--- src/rtl/axi_lite_regfile_slave.sv ---
// AXI4-Lite slave exposing NUM_REGS DATA_W-bit registers with byte strobes.
// Optional feature macro AXIL_REGFILE_PROT_EN: unprivileged access to index 0 returns SLVERR.
module axi_lite_regfile_slave #(
    parameter int DATA_W   = 32,
    parameter int ADDR_W   = 8,
    parameter int NUM_REGS = 16
) (
    input  logic                aclk,
    input  logic                areset,
    input  logic [ADDR_W-1:0]   awaddr,
    input  logic [2:0]          awprot,
    input  logic                awvalid,
    output logic                awready,
    input  logic [DATA_W-1:0]   wdata,
    input  logic [DATA_W/8-1:0] wstrb,
    input  logic                wvalid,
    output logic                wready,
    output logic [1:0]          bresp,
    output logic                bvalid,
    input  logic                bready,
    input  logic [ADDR_W-1:0]   araddr,
    input  logic [2:0]          arprot,
    input  logic                arvalid,
    output logic                arready,
    output logic [DATA_W-1:0]   rdata,
    output logic [1:0]          rresp,
    output logic                rvalid,
    input  logic                rready
);

    localparam int STRB_W = DATA_W / 8;
    localparam int OFF_W  = $clog2(STRB_W);
    localparam int IDX_W  = ADDR_W - OFF_W;
    localparam int RIDX_W = $clog2(NUM_REGS);
    localparam logic [IDX_W:0] NREG = (IDX_W+1)'(NUM_REGS);
    localparam logic [1:0] RESP_OKAY   = 2'b00;
    localparam logic [1:0] RESP_SLVERR = 2'b10;

    typedef enum logic [1:0] {W_IDLE, W_ADDR, W_DATA, W_RESP} w_state_t;
    typedef enum logic {R_IDLE, R_RESP} r_state_t;

    w_state_t w_state, w_next;
    r_state_t r_state, r_next;

    logic [DATA_W-1:0] regs [NUM_REGS];

    logic [IDX_W-1:0]  aw_idx_q;
    logic              aw_p0_q;
    logic [DATA_W-1:0] w_data_q;
    logic [STRB_W-1:0] w_strb_q;

    logic [IDX_W-1:0]  aw_idx, ar_idx, c_idx;
    logic              c_p0;
    logic [DATA_W-1:0] c_data;
    logic [STRB_W-1:0] c_strb;
    logic              aw_hs, w_hs, ar_hs, commit, c_err, r_err;

    assign aw_idx = awaddr[ADDR_W-1:OFF_W];
    assign ar_idx = araddr[ADDR_W-1:OFF_W];

    // Commit merges whichever half was latched with the half arriving live.
    assign c_idx  = (w_state == W_ADDR) ? aw_idx_q : aw_idx;
    assign c_p0   = (w_state == W_ADDR) ? aw_p0_q  : awprot[0];
    assign c_data = (w_state == W_DATA) ? w_data_q : wdata;
    assign c_strb = (w_state == W_DATA) ? w_strb_q : wstrb;

`ifdef AXIL_REGFILE_PROT_EN
    assign c_err = ({1'b0, c_idx} >= NREG) || (c_idx == '0 && !c_p0);
    assign r_err = ({1'b0, ar_idx} >= NREG) || (ar_idx == '0 && !arprot[0]);
    logic unused_bits;
    assign unused_bits = ^{awaddr[OFF_W-1:0], araddr[OFF_W-1:0], awprot[2:1], arprot[2:1]};
`else
    assign c_err = ({1'b0, c_idx} >= NREG);
    assign r_err = ({1'b0, ar_idx} >= NREG);
    logic unused_bits;
    assign unused_bits = ^{awaddr[OFF_W-1:0], araddr[OFF_W-1:0], awprot, arprot, c_p0};
`endif

    assign awready = !areset && (w_state == W_IDLE || w_state == W_DATA);
    assign wready  = !areset && (w_state == W_IDLE || w_state == W_ADDR);
    assign arready = !areset && (r_state == R_IDLE);
    assign bvalid  = (w_state == W_RESP);
    assign rvalid  = (r_state == R_RESP);

    assign aw_hs = awvalid && awready;
    assign w_hs  = wvalid && wready;
    assign ar_hs = arvalid && arready;

    always_comb begin
        w_next = w_state;
        commit = 1'b0;
        case (w_state)
            W_IDLE: begin
                if (aw_hs && w_hs) begin
                    commit = 1'b1;
                    w_next = W_RESP;
                end else if (aw_hs) begin
                    w_next = W_ADDR;
                end else if (w_hs) begin
                    w_next = W_DATA;
                end
            end
            W_ADDR: if (w_hs) begin
                commit = 1'b1;
                w_next = W_RESP;
            end
            W_DATA: if (aw_hs) begin
                commit = 1'b1;
                w_next = W_RESP;
            end
            W_RESP: if (bready) w_next = W_IDLE;
            default: w_next = W_IDLE;
        endcase
    end

    always_comb begin
        r_next = r_state;
        case (r_state)
            R_IDLE:  if (ar_hs) r_next = R_RESP;
            R_RESP:  if (rready) r_next = R_IDLE;
            default: r_next = R_IDLE;
        endcase
    end

    always_ff @(posedge aclk) begin
        if (areset) begin
            w_state  <= W_IDLE;
            r_state  <= R_IDLE;
            bresp    <= RESP_OKAY;
            rresp    <= RESP_OKAY;
            rdata    <= '0;
            aw_idx_q <= '0;
            aw_p0_q  <= 1'b0;
            w_data_q <= '0;
            w_strb_q <= '0;
            for (int i = 0; i < NUM_REGS; i++) regs[i] <= '0;
        end else begin
            w_state <= w_next;
            r_state <= r_next;
            if (aw_hs) begin
                aw_idx_q <= aw_idx;
                aw_p0_q  <= awprot[0];
            end
            if (w_hs) begin
                w_data_q <= wdata;
                w_strb_q <= wstrb;
            end
            if (commit) begin
                bresp <= c_err ? RESP_SLVERR : RESP_OKAY;
                if (!c_err)
                    for (int b = 0; b < STRB_W; b++)
                        if (c_strb[b]) regs[c_idx[RIDX_W-1:0]][b*8 +: 8] <= c_data[b*8 +: 8];
            end
            // Reads sample the array before this edge's commit lands.
            if (ar_hs) begin
                rdata <= r_err ? '0 : regs[ar_idx[RIDX_W-1:0]];
                rresp <= r_err ? RESP_SLVERR : RESP_OKAY;
            end
        end
    end

endmodule

--- config.mk ---
export PLATFORM = sky130hd
export DESIGN_NAME = axi_lite_regfile_slave
export DESIGN_NICKNAME = d
export VERILOG_FILES = /design/src/rtl/axi_lite_regfile_slave.sv
export SDC_FILE = /design/constraint.sdc
export NUM_CORES = 1
export LEC_CHECK = 0
export ABC_AREA = 1
export CAP_MARGIN = 20
export CORE_ASPECT_RATIO = 1.5
export CORE_MARGIN = 2
export CORE_UTILIZATION = 41
export CTS_BUF_LIST = sky130_fd_sc_hd__clkbuf_4
export CTS_CLUSTER_DIAMETER = 100
export DETAILED_ROUTE_END_ITERATION = 8
export GPL_TIMING_DRIVEN = 1
export MAX_ROUTING_LAYER = met4
export PLACE_DENSITY = 0.57
export REMOVE_ABC_BUFFERS = 1
export SLEW_MARGIN = 30
export SYNTH_ARGS = -nofsm -noshare
export SYNTH_HDL_FRONTEND = slang
export SYNTH_SLANG_ARGS = --single-unit
--- constraint.sdc ---
create_clock -name aclk -period 2.05 [get_ports aclk]
set_input_delay 0.41 -clock aclk [delete_from_list [all_inputs] [get_ports aclk]]
set_output_delay 0.41 -clock aclk [all_outputs]
set_load 0.1 [all_outputs]
* Yosys cells after proc, flatten, opt, wreduce, memory -nomap -nowiden
Memories as Yosys holds them, arrays and structs flattened.
Cells that the tools add are included.
W data, S select, Z words.
** Word-level totals
- Register bits after elaboration :: 81
- Memory bits (writable) :: 512
- Output and inout bits :: 41
- Word-level logic and storage cells :: 77
- Memories kept :: 1
** Cells by class
- Order comparisons :: 2
- Equality and inequality tests :: 7
- Multiplexer cells :: 45
- Bitwise gates (word level) :: 1
- Reduce and logical (&&, ||, !) cells :: 13
** Memories
- regs :: words 16, width 32, read ports 1, clocked after Yosys merged registers in 0, write ports 16, RTL line 45 : logic [DATA_W-1:0] regs [NUM_REGS];
** Operators by type and width (count)
- $mux W32 :: 3
- $reduce_or A32 Y1 :: 1
- $mux W1 :: 27
- $mux W2 :: 8
- $ge A6 B5 Y1 const B :: 2
- $mux W4 :: 3
- $pmux W2 S4 :: 1
- $logic_and A1 B1 Y1 :: 7
- $mux W6 :: 1
- $eq A2 B2 Y1 const B :: 2
- $ne A2 B2 Y1 const B :: 2
- $ne A4 B3 Y1 const B :: 1
- $reduce_and A4 Y1 :: 1
- $pmux W1 S3 :: 1
- $eq A2 B1 Y1 const B :: 1
- $logic_not A2 Y1 :: 1
- $logic_or A1 B1 Y1 :: 2
- $ne A2 B1 Y1 const B :: 1
- $pmux W1 S2 :: 1
- $logic_not A1 Y1 :: 1
- $not A1 Y1 :: 1

* Longest topological paths before layout
- Word-level depth :: 12
- Gate-level depth with buffers :: 12
- Mapped depth without buffers :: 11

* Worst setup path after synthesis
Ideal clock, no wire load.
- Path kind :: register -> register
- Start :: reg r_state (netlist: rvalid)
- End :: reg rdata[0]
- Library setup time :: 70 ps
- Arrival time :: 3244 ps
- Data required time :: 1980 ps
- Setup slack :: -1265 ps
- Cell stages (with the launch flop) :: 7
- Buffers on the path :: 1
- Period minus slack after synthesis :: 3315 ps
- Path through :: dfxtp_1 > nor2_1 > nand2_1 > nor3_2 > buf_2 > nand2_1 > a21oi_1
** On the way
- Longest elaborated chain between the ends :: 3
** RTL lines
- start, declared :: RTL line 43 : r_state_t r_state, r_next;
- start signal, assigned :: RTL line 139 : r_state <= r_next;
- $not A1 Y1
- $logic_and A1 B1 Y1 :: RTL line 81 : assign arready = !areset && (r_state == R_IDLE);
- via arready :: RTL line 24 : output logic arready,
- $logic_and A1 B1 Y1 :: RTL line 87 : assign ar_hs = arvalid && arready;
- end signal, assigned :: RTL line 156 : rdata <= r_err ? '0 : regs[ar_idx[RIDX_W-1:0]];
- end, declared :: RTL line 25 : output logic [DATA_W-1:0] rdata,
The timed path passes the listed nets, and every way through them passes these cells.
A chain may end at the register's enable or synchronous reset.

* Worst setup path in the final report
- Start :: reg w_state[1]
- End :: out wready
** On the way
- Longest elaborated chain between the ends :: 3
- Elaborated cells on any way between the ends :: 4
- Classes of those cells :: eq/ne: 1; reduce/logical: 3
** RTL lines
- start, declared :: RTL line 42 : w_state_t w_state, w_next;
- start signal, assigned :: RTL line 138 : w_state <= w_next;
- $eq A2 B1 Y1 / $logic_not A2 Y1 (equally long branches) :: RTL line 80 : assign wready = !areset && (w_state == W_IDLE || w_state == W_ADDR);
- $logic_or A1 B1 Y1 (*) :: RTL line 80
- $logic_and A1 B1 Y1 (*) :: RTL line 80
- end, declared :: RTL line 17 : output logic wready,
Mark *: on every way between the ends. The rest lies on a longest branch, timed or not.

==> impl_metrics.json <==
{
  "crit_arrival_ns": 2.23,
  "dieHeight_um": 330,
  "status": "finished with violations",
  "grt_pass1_vias": 23900,
  "relSlewSlack_pct": 40.1,
  "design_area_um2": 37600,
  "clk_latency_ns": 1.04,
  "slowest_delay_ns": 0.36,
  "rows": 119,
  "r2r_end": "regs[6][17]",
  "hold_depth": 3,
  "hpwl_um": 59500,
  "cts-root-buf": "clkbuf_4",
  "avgRoutedWirePerCell_um": 18.9,
  "rsz0062_at_grt": "true",
  "synth-seq-cells": 591,
  "worstReg2RegStart": "w_state[1]",
  "ant_nets": 0,
  "p_per_area_nw_per_um2": 943,
  "worst_pin_slew_ns": 0.899,
  "drcViolationCount": 0,
  "ir_drop_mv": 0.784,
  "dr.pass1.iters": 7,
  "period_share_pct": 129,
  "cts_tree": "done",
  "clk_pin_slew_ns": 0.08,
  "antenna_found_initial": 1,
  "grt.total_usage_pct": 25.2,
  "synth-async-reset-ratio_pct": 0,
  "synth_cell_types": 31,
  "drv_cap": 0,
  "port_buffers": 93,
  "maxSlewViolCount": 0,
  "critPathKind": "register to primary output",
  "cp_top_family": "buffers and inverters",
  "die-area_um2": 73100,
  "gr-total-overflow": 0,
  "htree_levels": 4,
  "start_util_pct": 41.4,
  "synth_warnings": 0,
  "vias": 23800,
  "synth_ff_type": "edfxtp_1",
  "syn_area_um2": 29100,
  "reg2reg_slack_ns": -0.40,
  "core_area_um2": 70100,
  "critPathRequiredTime_ns": 1.64,
  "r2r_cells": 14,
  "grt_pass1_wl_um": 135000,
  "path_cells": "inv_4 -> ha_4 -> inv_2 -> buf_6 -> a21oi_4 -> buf_6 -> buf_12",
  "internal_power_uw": 23200,
  "io_pins": 106,
  "p_leak_uw": 0.0160,
  "numCtsBuffers": 145,
  "min_to": "w_data_q[21]",
  "syn_area_per_cell_um2": 8.90,
  "setup_slack_ns": -0.586,
  "wl_um": 88900,
  "finalSetupViolations": 1051,
  "vias_per_cell": 5.06,
  "combPwrFrac_pct": 31.2,
  "critPathMaxFanout": 3,
  "synth_cells": 3265,
  "crit_buf_inv": 5,
  "clock_power_share_pct": 30.1,
  "hp-class": "primary input to register",
  "clock-sinks": 591,
  "areaGrowthSynthToFinish_pct": 29.5,
  "violations": "setup timing",
  "crit_top_cell": "buf_6",
  "p_seq_share_pct": 38.7,
  "place_congestion": 0.907,
  "dpl-instance-area_um2": 33600,
  "startpoint_type": "register",
  "cts_max_path_buffers": 3,
  "min_period_ns": 2.64,
  "fp.dieW_um": 221,
  "ys_seq_area_share_pct": 58.3,
  "min_from": "wdata[21]",
  "crit_slowest_cell": "dfxtp_4",
  "drive_gt1_share_pct": 22.2,
  "switchingPower_uw": 12200,
  "dr.first_iter.drc_count": 1729,
  "pre_cts_ws_ns": -0.566,
  "skew_ns": 0.0553,
  "synth-edff-count": 512,
  "grt_max_degree": 92,
  "p_sw_share_pct": 34.5,
  "whs_ns": 0.0776,
  "hold_violations": 0,
  "cp-end-kind": "primary output",
  "nNetsFinal": 3738,
  "fmax_mhz": 379
}
## state kept, by name (all words and copies together), names as in the netlist
signal	cells
regs	512
w_state	2
w_strb_q	4
bresp	1
rresp	1
w_data_q	32
rdata	32
aw_idx_q	6
rvalid	1
## layer usage
metal	global-route usage (%)	vias to the layer above	share of wire (%)	wire [um]
met5	-	-	0	0
met4	14.7	0	5.7	5110
met3	4.22	264	5.4	4790
met2	43.9	823	51	45700
met1	27.0	11300	37	33300
li1	-	11400	-	-
## kinds of logic (layout without fill, tap and decap cells)
group,after synthesis,after routing,synth area share (%)
fa+ha+maj,4,4,0.172
other cells,1,6,0.0129
simple gates,1864,1865,29.7
compound gates,164,164,2.87
flops,591,591,58.3
buf+inv,641,1159,8.88
## layout by cell type, fill, tap and decap left out, types with 5 or more instances in the layout
cell type,count
nand4_4,63
clkinv_1,36
buf_16,6
a21oi_1,77
buf_8,8
nor2_2,39
dlygate4sd3_1,29
edfxtp_1,512
nor2_1,472
nand2_2,47
bufinv_16,9
inv_2,12
buf_12,112
buf_6,85
nand2_4,29
nor2_4,26
nand3_1,387
buf_4,158
inv_4,5
nand2_8,5
clkbuf_4,204
o21ai_0,47
clkinv_2,9
nand2_1,788
clkdlybuf4s50_1,50
inv_1,431
o21ai_1,33
dfxtp_1,77
## through the flow
| stage | power, uW | setup TNS [ns] | util (%) | cells |
|---|---|---|---|---|
| 5_1_grt | 36800 | -372.02 | 53.6 | 4693 |
| 4_1_cts | 35400 | -313.11 | 53.2 | 4686 |
| 6_report | 35500 | -281.85 | 53.7 | 4696 |
| 2_1_floorplan | 17800 | -3953.64 | - | 3070 |
| 3_5_place_dp | 23600 | -425.83 | 48.0 | 4348 |
| 3_3_place_gp | 23600 | -409.73 | 48.0 | 4348 |
## cells in the mapped netlist, types with 4 or more instances
cell | count | area share, %
nand3_1 | 388 | 6.7
a21oi_1 | 78 | 1.3
o21ai_0 | 48 | 0.83
clkbuf_1 | 105 | 1.4
buf_2 | 54 | 0.93
dfxtp_1 | 79 | 5.4
ha_1 | 4 | 0.17
nor2_1 | 516 | 6.7
buf_1 | 23 | 0.30
nand4_2 | 14 | 0.60
nand2_2 | 4 | 0.086
nor2_2 | 8 | 0.17
edfxtp_1 | 512 | 53
buf_8 | 6 | 0.31
buf_4 | 5 | 0.13
inv_1 | 441 | 5.7
nand2_1 | 863 | 11
nor2_4 | 13 | 0.50
o21ai_1 | 34 | 0.59
inv_2 | 4 | 0.052
nand4_4 | 50 | 3.7
## worst min-delay path: cells and delay by family
| family | cells | cell delay [ns] |
|---|---|---|
| compound gates | 2 | 0.23 |
| buf+inv | 1 | 0.42 |
## worst max-delay path by stage
stage / to / depth (start not counted) / startpoint / slack [ns]
final: wready / 7 / w_state[1] / -0.59
after CTS: wready / 7 / w_state[0] / -0.66
after floorplan: regs[10][10] / 10 / w_state[0] / -4.03
after global routing: wready / 7 / w_state[0] / -0.68
after detailed placement: regs[6][7] / 8 / awvalid / -0.57
after global placement: regs[10][2] / 9 / awaddr[3] / -0.56
## power groups by stage
stage          clock [uW]  combinational (uW)  sequential [uW]
2_1_floorplan           0                3770            14100
3_3_place_gp            0                9630            14000
3_5_place_dp            0                9670            14000
4_1_cts             10900               10800            13700
5_1_grt             11400               11600            13800
6_report            10700               11100            13700
## what timing repair did
item | CTS | global route
gates resized for setup | 232 | 85
hold buffers | 29 | 0
pin swaps | 58 | 23
setup endpoints to repair | 1063 | 1064
hold endpoints to repair | 30 | 0
gates cloned | 6 | 0
buffers inserted | 46 | 8
## layout make-up
cell class,instances,area [um2]
fillers,6306,32500
multi-input cells,2035,10300
inverters,445,1690
clock buffers,204,1530
repair buffers,451,5490
clock inverters,59,473
well taps,907,1130
diodes,4,10.0
flip-flops and latches,591,17000
No activity file was read; power rests on OpenSTA's default activity.
